===== config.mk =====
export PLATFORM = sky130hd
export DESIGN_NAME = spi_slave_byte
export DESIGN_NICKNAME = d
export VERILOG_FILES = /design/src/rtl/spi_slave_byte.sv
export SDC_FILE = /design/constraint.sdc
export NUM_CORES = 1
export LEC_CHECK = 0
export ABC_CLOCK_PERIOD_IN_PS = 1460
export CAP_MARGIN = 5
export CORE_UTILIZATION = 50
export CTS_CLUSTER_DIAMETER = 80
export CTS_CLUSTER_SIZE = 28
export DETAILED_ROUTE_END_ITERATION = 6
export PLACE_DENSITY = 0.79
export REMOVE_ABC_BUFFERS = 1
export SYNTH_ARGS = -nofsm -noshare
export SYNTH_HDL_FRONTEND = slang
export SYNTH_SLANG_ARGS = --single-unit

===== constraint.sdc =====
create_clock -name clk -period 1.46 [get_ports clk]
set_input_delay 0.146 -clock clk [delete_from_list [all_inputs] [get_ports clk]]
set_output_delay 0.146 -clock clk [all_outputs]
set_load 0.01 [all_outputs]

===== src/rtl/spi_slave_byte.sv =====
// SPI mode-1 responder: oversamples the SPI pins in the clk domain, writes each
// received MOSI byte to a downstream FIFO and shifts FIFO-supplied bytes out on MISO.
module spi_slave_byte #(
   parameter int         SYNC_STAGES = 2,
   parameter logic [7:0] DEFAULT_TX  = 8'h00
) (
   input  logic       clk,
   input  logic       rst,
   input  logic       sclk,
   input  logic       cs_n,
   input  logic       mosi,
   output logic       miso,
   input  logic       io_update,
   input  logic [7:0] data_i,
   input  logic       have_data,
   output logic       rdreq,
   output logic [7:0] data_o,
   output logic       wrreq,
   output logic       upd_strobe,
   output logic       busy,
   output logic       underrun
);

   typedef enum logic [1:0] {
      ST_IDLE,
      ST_LOAD,
      ST_SHIFT
   } state_t;

   state_t     state_q, state_d;

   logic [3:0] pin_raw;
   logic [3:0] pin_s;
   logic [3:0] pin_dly_q;

   logic       sclk_rise, sclk_fall, cs_fall, cs_rise, mosi_s, upd_rise;
   logic       load_pt;
   logic       rd_pulse;

   logic [7:0] tx_q, tx_d;
   logic [2:0] tx_cnt_q, tx_cnt_d;
   logic [7:0] rx_q, rx_d;
   logic [2:0] rx_cnt_q, rx_cnt_d;
   logic [7:0] data_q, data_d;
   logic       wrreq_q, wrreq_d;
   logic       miso_q, miso_d;
   logic       und_q, und_d;
   logic       pend_rd_q, pend_rd_d;
   logic       busy_q;
   logic       upd_q;

   assign pin_raw = {io_update, mosi, cs_n, sclk};

   // Chains clear to 0 so a cs_n already low at reset release never looks like a fall.
   genvar gi;
   generate
      for (gi = 0; gi < 4; gi++) begin : g_sync
         logic [SYNC_STAGES-1:0] chain_q;
         always_ff @(posedge clk) begin
            if (rst) begin
               chain_q <= '0;
            end else begin
               chain_q <= {chain_q[SYNC_STAGES-2:0], pin_raw[gi]};
            end
         end
         assign pin_s[gi] = chain_q[SYNC_STAGES-1];
      end
   endgenerate

   always_ff @(posedge clk) begin
      if (rst) begin
         pin_dly_q <= '0;
      end else begin
         pin_dly_q <= pin_s;
      end
   end

   assign sclk_rise = pin_s[0] & ~pin_dly_q[0];
   assign sclk_fall = ~pin_s[0] & pin_dly_q[0];
   assign cs_rise   = pin_s[1] & ~pin_dly_q[1];
   assign cs_fall   = ~pin_s[1] & pin_dly_q[1];
   assign mosi_s    = pin_s[2];
   assign upd_rise  = pin_s[3] & ~pin_dly_q[3];

   always_comb begin
      state_d   = state_q;
      tx_d      = tx_q;
      tx_cnt_d  = tx_cnt_q;
      rx_d      = rx_q;
      rx_cnt_d  = rx_cnt_q;
      data_d    = data_q;
      wrreq_d   = 1'b0;
      miso_d    = miso_q;
      und_d     = und_q;
      pend_rd_d = pend_rd_q;
      load_pt   = 1'b0;
      rd_pulse  = 1'b0;

      if (cs_rise) begin
         // End of frame wins over any sclk edge seen in the same clk.
         state_d   = ST_IDLE;
         tx_d      = '0;
         tx_cnt_d  = '0;
         rx_d      = '0;
         rx_cnt_d  = '0;
         miso_d    = 1'b0;
         pend_rd_d = 1'b0;
      end else begin
         case (state_q)
            ST_IDLE: begin
               if (cs_fall) begin
                  load_pt = 1'b1;
                  state_d = ST_LOAD;
               end
            end
            ST_LOAD: begin
               tx_d     = pend_rd_q ? data_i : DEFAULT_TX;
               tx_cnt_d = '0;
               state_d  = ST_SHIFT;
            end
            ST_SHIFT: begin
               if (sclk_rise) begin
                  miso_d   = tx_q[7];
                  tx_d     = {tx_q[6:0], 1'b0};
                  tx_cnt_d = tx_cnt_q + 3'd1;
                  if (tx_cnt_q == 3'd7) begin
                     load_pt = 1'b1;
                     state_d = ST_LOAD;
                  end
               end
            end
            default: state_d = ST_IDLE;
         endcase

         if (load_pt) begin
            rd_pulse  = have_data;
            pend_rd_d = have_data;
            if (!have_data) begin
               und_d = 1'b1;
            end
         end

         // Receive path counts falls on its own, unaffected by the TX load cadence.
         if (state_q != ST_IDLE && sclk_fall) begin
            rx_d     = {rx_q[6:0], mosi_s};
            rx_cnt_d = rx_cnt_q + 3'd1;
            if (rx_cnt_q == 3'd7) begin
               data_d  = {rx_q[6:0], mosi_s};
               wrreq_d = 1'b1;
            end
         end
      end
   end

   always_ff @(posedge clk) begin
      if (rst) begin
         state_q   <= ST_IDLE;
         tx_q      <= '0;
         tx_cnt_q  <= '0;
         rx_q      <= '0;
         rx_cnt_q  <= '0;
         data_q    <= '0;
         wrreq_q   <= 1'b0;
         miso_q    <= 1'b0;
         und_q     <= 1'b0;
         pend_rd_q <= 1'b0;
         busy_q    <= 1'b0;
         upd_q     <= 1'b0;
      end else begin
         state_q   <= state_d;
         tx_q      <= tx_d;
         tx_cnt_q  <= tx_cnt_d;
         rx_q      <= rx_d;
         rx_cnt_q  <= rx_cnt_d;
         data_q    <= data_d;
         wrreq_q   <= wrreq_d;
         miso_q    <= miso_d;
         und_q     <= und_d;
         pend_rd_q <= pend_rd_d;
         busy_q    <= ~pin_s[1];
         upd_q     <= upd_rise;
      end
   end

   assign miso       = miso_q;
   assign rdreq      = rd_pulse;
   assign data_o     = data_q;
   assign wrreq      = wrreq_q;
   assign upd_strobe = upd_q;
   assign busy       = busy_q;
   assign underrun   = und_q;

endmodule

==> results.toml <==
[run_status]
violations = "negative setup slack"
outcome = "complete, but fails checks"

[logic_synthesis]
synth_warnings = 0
ys_types = 26
ys_ff_latch = 48
synthesis.area_sq_mm = 0.00193
synthCells = 207
synth.top_cell.area_share_pct = 49.8
yosysTopAreaCell = "dfxtp_1"
synth.avg_cell_area_sq_um = 9.33
yosys-top-cells-area = "dfxtp_1, nand2b_1, nand3_1"
synth_seq_area_share_pct = 49.8

[worst_setup_path]
cp_data_required_time_ns = 1.31
crit_top_cell = "ha_4"
slowest_delay_ns = 0.36
endpoint_kind = "output pin"
crit_path_start_kind = "flip-flop"
critPathKind = "reg2out"
worstPathArrival_ns = 1.43
slowest_stage = "dfxtp_2"
path_cells = "ha_4, ha_4, nand3b_1, o32a_4, nor2_2, buf_2"
worst-path-max-fanout = 2

[clocking]
worstSkewPairLatency_ns = 0.30
cts_hold_buf = 0
cts_buffers = 5
htreeDepth = 2
cts_tree = "done"
cts_sinks = 48
root_buffer = "clkbuf_8"
clk_path_buf_depth = 2
cts.clk_slew.worst_paths_ns = 0.08

[flow_run]
cap_violations = 0

[die]
core-area_sq_mm = 0.00369
num_io_pins = 29
die_x_um = 64.1
rows = 22
start_util_pct = 52.3
die_area_sq_mm = 0.00411
die_h_um = 64.1

[grt]
grt_max_degree = 32
top_usage_layer = "met2"
grt_pass1_vias = 1442
grt_pass1_wl_mm = 6.19
use_met3_pct = 5.89
grt_use_total_pct = 19.8
met1_usage_pct = 24.2
grt_antenna_before_repair = 0
grt_overflow = 0
use_met2_pct = 32.2

[detailed_routing]
wl_per_cell_um = 12.6
drc = 0
wirelength_mm = 3.72
antenna_left = 0
dr.first_iter.drc_count = 54
routed-via-count = 1586
dr.pass1.iters = 4
vias_per_cell = 5.36

[pwr]
vdd_drop_max_v = 0.000747
p_per_area_mw_per_mm2 = 996
power_leakage_nw = 0.882

[final_layout]
syn2layout_area_growth_pct = 30.7
layoutNonFillerInstCount = 296
drive_gt1_share_pct = 16.1
antenna_cells = 0
final_net_count = 266

[place]
post-place-cells = 285
io_buffers = 28
place_congestion = 0.743
post-dp-hpwl_mm = 2.50

[sta]
setup-violations-final = 1
fin_ws_ns = -0.118
relSlewSlack_pct = 75.4
final-hold-violation-count = 0
drv_slew = 0
fin_crit_sh_pct = 108
fin_setup_tns_ns = -0.118
max_slew.worst_pin.slew_ns = 0.369
fmax_ghz = 0.634
rsz0062_at_grt = "true"
fin_crit_ns = 1.58
skew_ns = 0.00673

[worst_hold_path]
hold_class = "reg2reg"
cell usage after synthesis (all sizes together):
cell type / n
o32a: 1
nand3b: 3
or3: 1
a21oi: 16
nor2b: 14
and4: 1
and2b: 1
mux2i: 9
or2: 1
ha: 4
and4bb: 1
nand2b: 22
nand3: 22
nand4bb: 1
a311oi: 7
nor2: 6
o21ai: 10
buf: 9
nor3: 7
dfxtp: 48
inv: 2
clkbuf: 7
nand2: 13
o32ai: 1
logic make-up (layout without fill, tap and decap cells):
family | after synthesis | after routing | share of synthesized area [%]
buffers and inverters | 18 | 59 | 4.28
adders and majority gates | 4 | 4 | 2.59
AOI/OAI and AO/OA | 35 | 35 | 11.9
muxes | 9 | 9 | 4.67
and+or+nand+nor | 93 | 93 | 26.8
DFF | 48 | 48 | 49.8
what timing repair did:
action / 4_1_cts / 5_1_grt
pin swaps: 4 / 2
setup endpoints to repair: 10 / 2
buffers inserted: 4 / 0
gates resized for setup: 12 / 1
sequential cells by signal (all words and copies together) (netlist names):
| register | count |
|---|---|
| state_q | 2 |
| tx_cnt_q | 3 |
| underrun | 1 |
| wrreq | 1 |
| upd_strobe | 1 |
| tx_q | 8 |
| data_o | 8 |
| g_sync.chain_q | 8 |
| rx_cnt_q | 3 |
| miso | 1 |
| pin_dly_q | 3 |
| rx_q | 7 |
| busy | 1 |
| pend_rd_q | 1 |
metal layers:
metal / part of all wire, % / up-vias
li1: - / 793
met1: 46 / 744
met2: 47 / 44
met3: 5.1 / 5
met4: 1.6 / 0
met5: 0 / -
cells in the final DEF (no fill, tap or decap), types with 3 or more instances in the layout:
master           netlist  layout
nor2b_1               14      14
nor2_1                 6       5
mux2i_1                9       9
nand2b_1              22      22
nand3_1               22      22
buf_4                  2      20
nand2_1               13      13
nand3b_1               3       3
a21oi_1               16      15
a311oi_1               7       7
o21ai_0               10      10
clkdlybuf4s50_1        0      27
nor3_1                 7       7
clkbuf_8               0       7
dfxtp_1               48      46
cell type report:
cell class | instances | area, sq um
fill | 303 | 1170
sequential | 48 | 963
multi-input combinational | 141 | 920
timing repair buffer | 49 | 445
clock buffer | 7 | 96.3
tap | 48 | 60.1
clock inverter | 1 | 30.0
inverter | 2 | 7.51
worst max-delay path: cells and delay by family (launching register included):
family / cells / cell delay, ns
flops: 1 / 0.36
fa+ha+maj: 2 / 0.26
compound gates: 1 / 0.21
simple gates: 2 / 0.18
buf+inv: 1 / 0.13
report_power, final:
part           total, mW  leakage [nW]  switching, mW  internal (mW)
combinational      0.154         0.427         0.0655         0.0880
sequential          1.34         0.390        0.00852           1.33
clock               1.02        0.0645          0.419          0.604
through the flow:
step	instance area [sq um]	util, %	hold WS [ns]	worst slack (ns)	total power [mW]
after global placement	2340	63.5	0.373	-0.295	1.52
after CTS	2530	68.5	0.387	-0.147	2.54
final	2520	68.4	0.391	-0.118	2.51
after global routing	2520	68.4	0.397	-0.186	2.60
after detailed placement	2340	63.5	0.384	-0.306	1.52
after floorplan	1860	-	0.213	-0.0787	1.42
worst paths after layout:
check,slack (ns),cells after the start,start,to
hold reg to reg,0.39,1,pin_dly_q[3],upd_strobe
hold / removal,0.39,1,pin_dly_q[3],upd_strobe
setup reg to reg,0.07,8,tx_cnt_q[0],state_q[1]
setup / recovery,-0.12,6,tx_cnt_q[0],rdreq
Power figures use the tool's default switching activity.
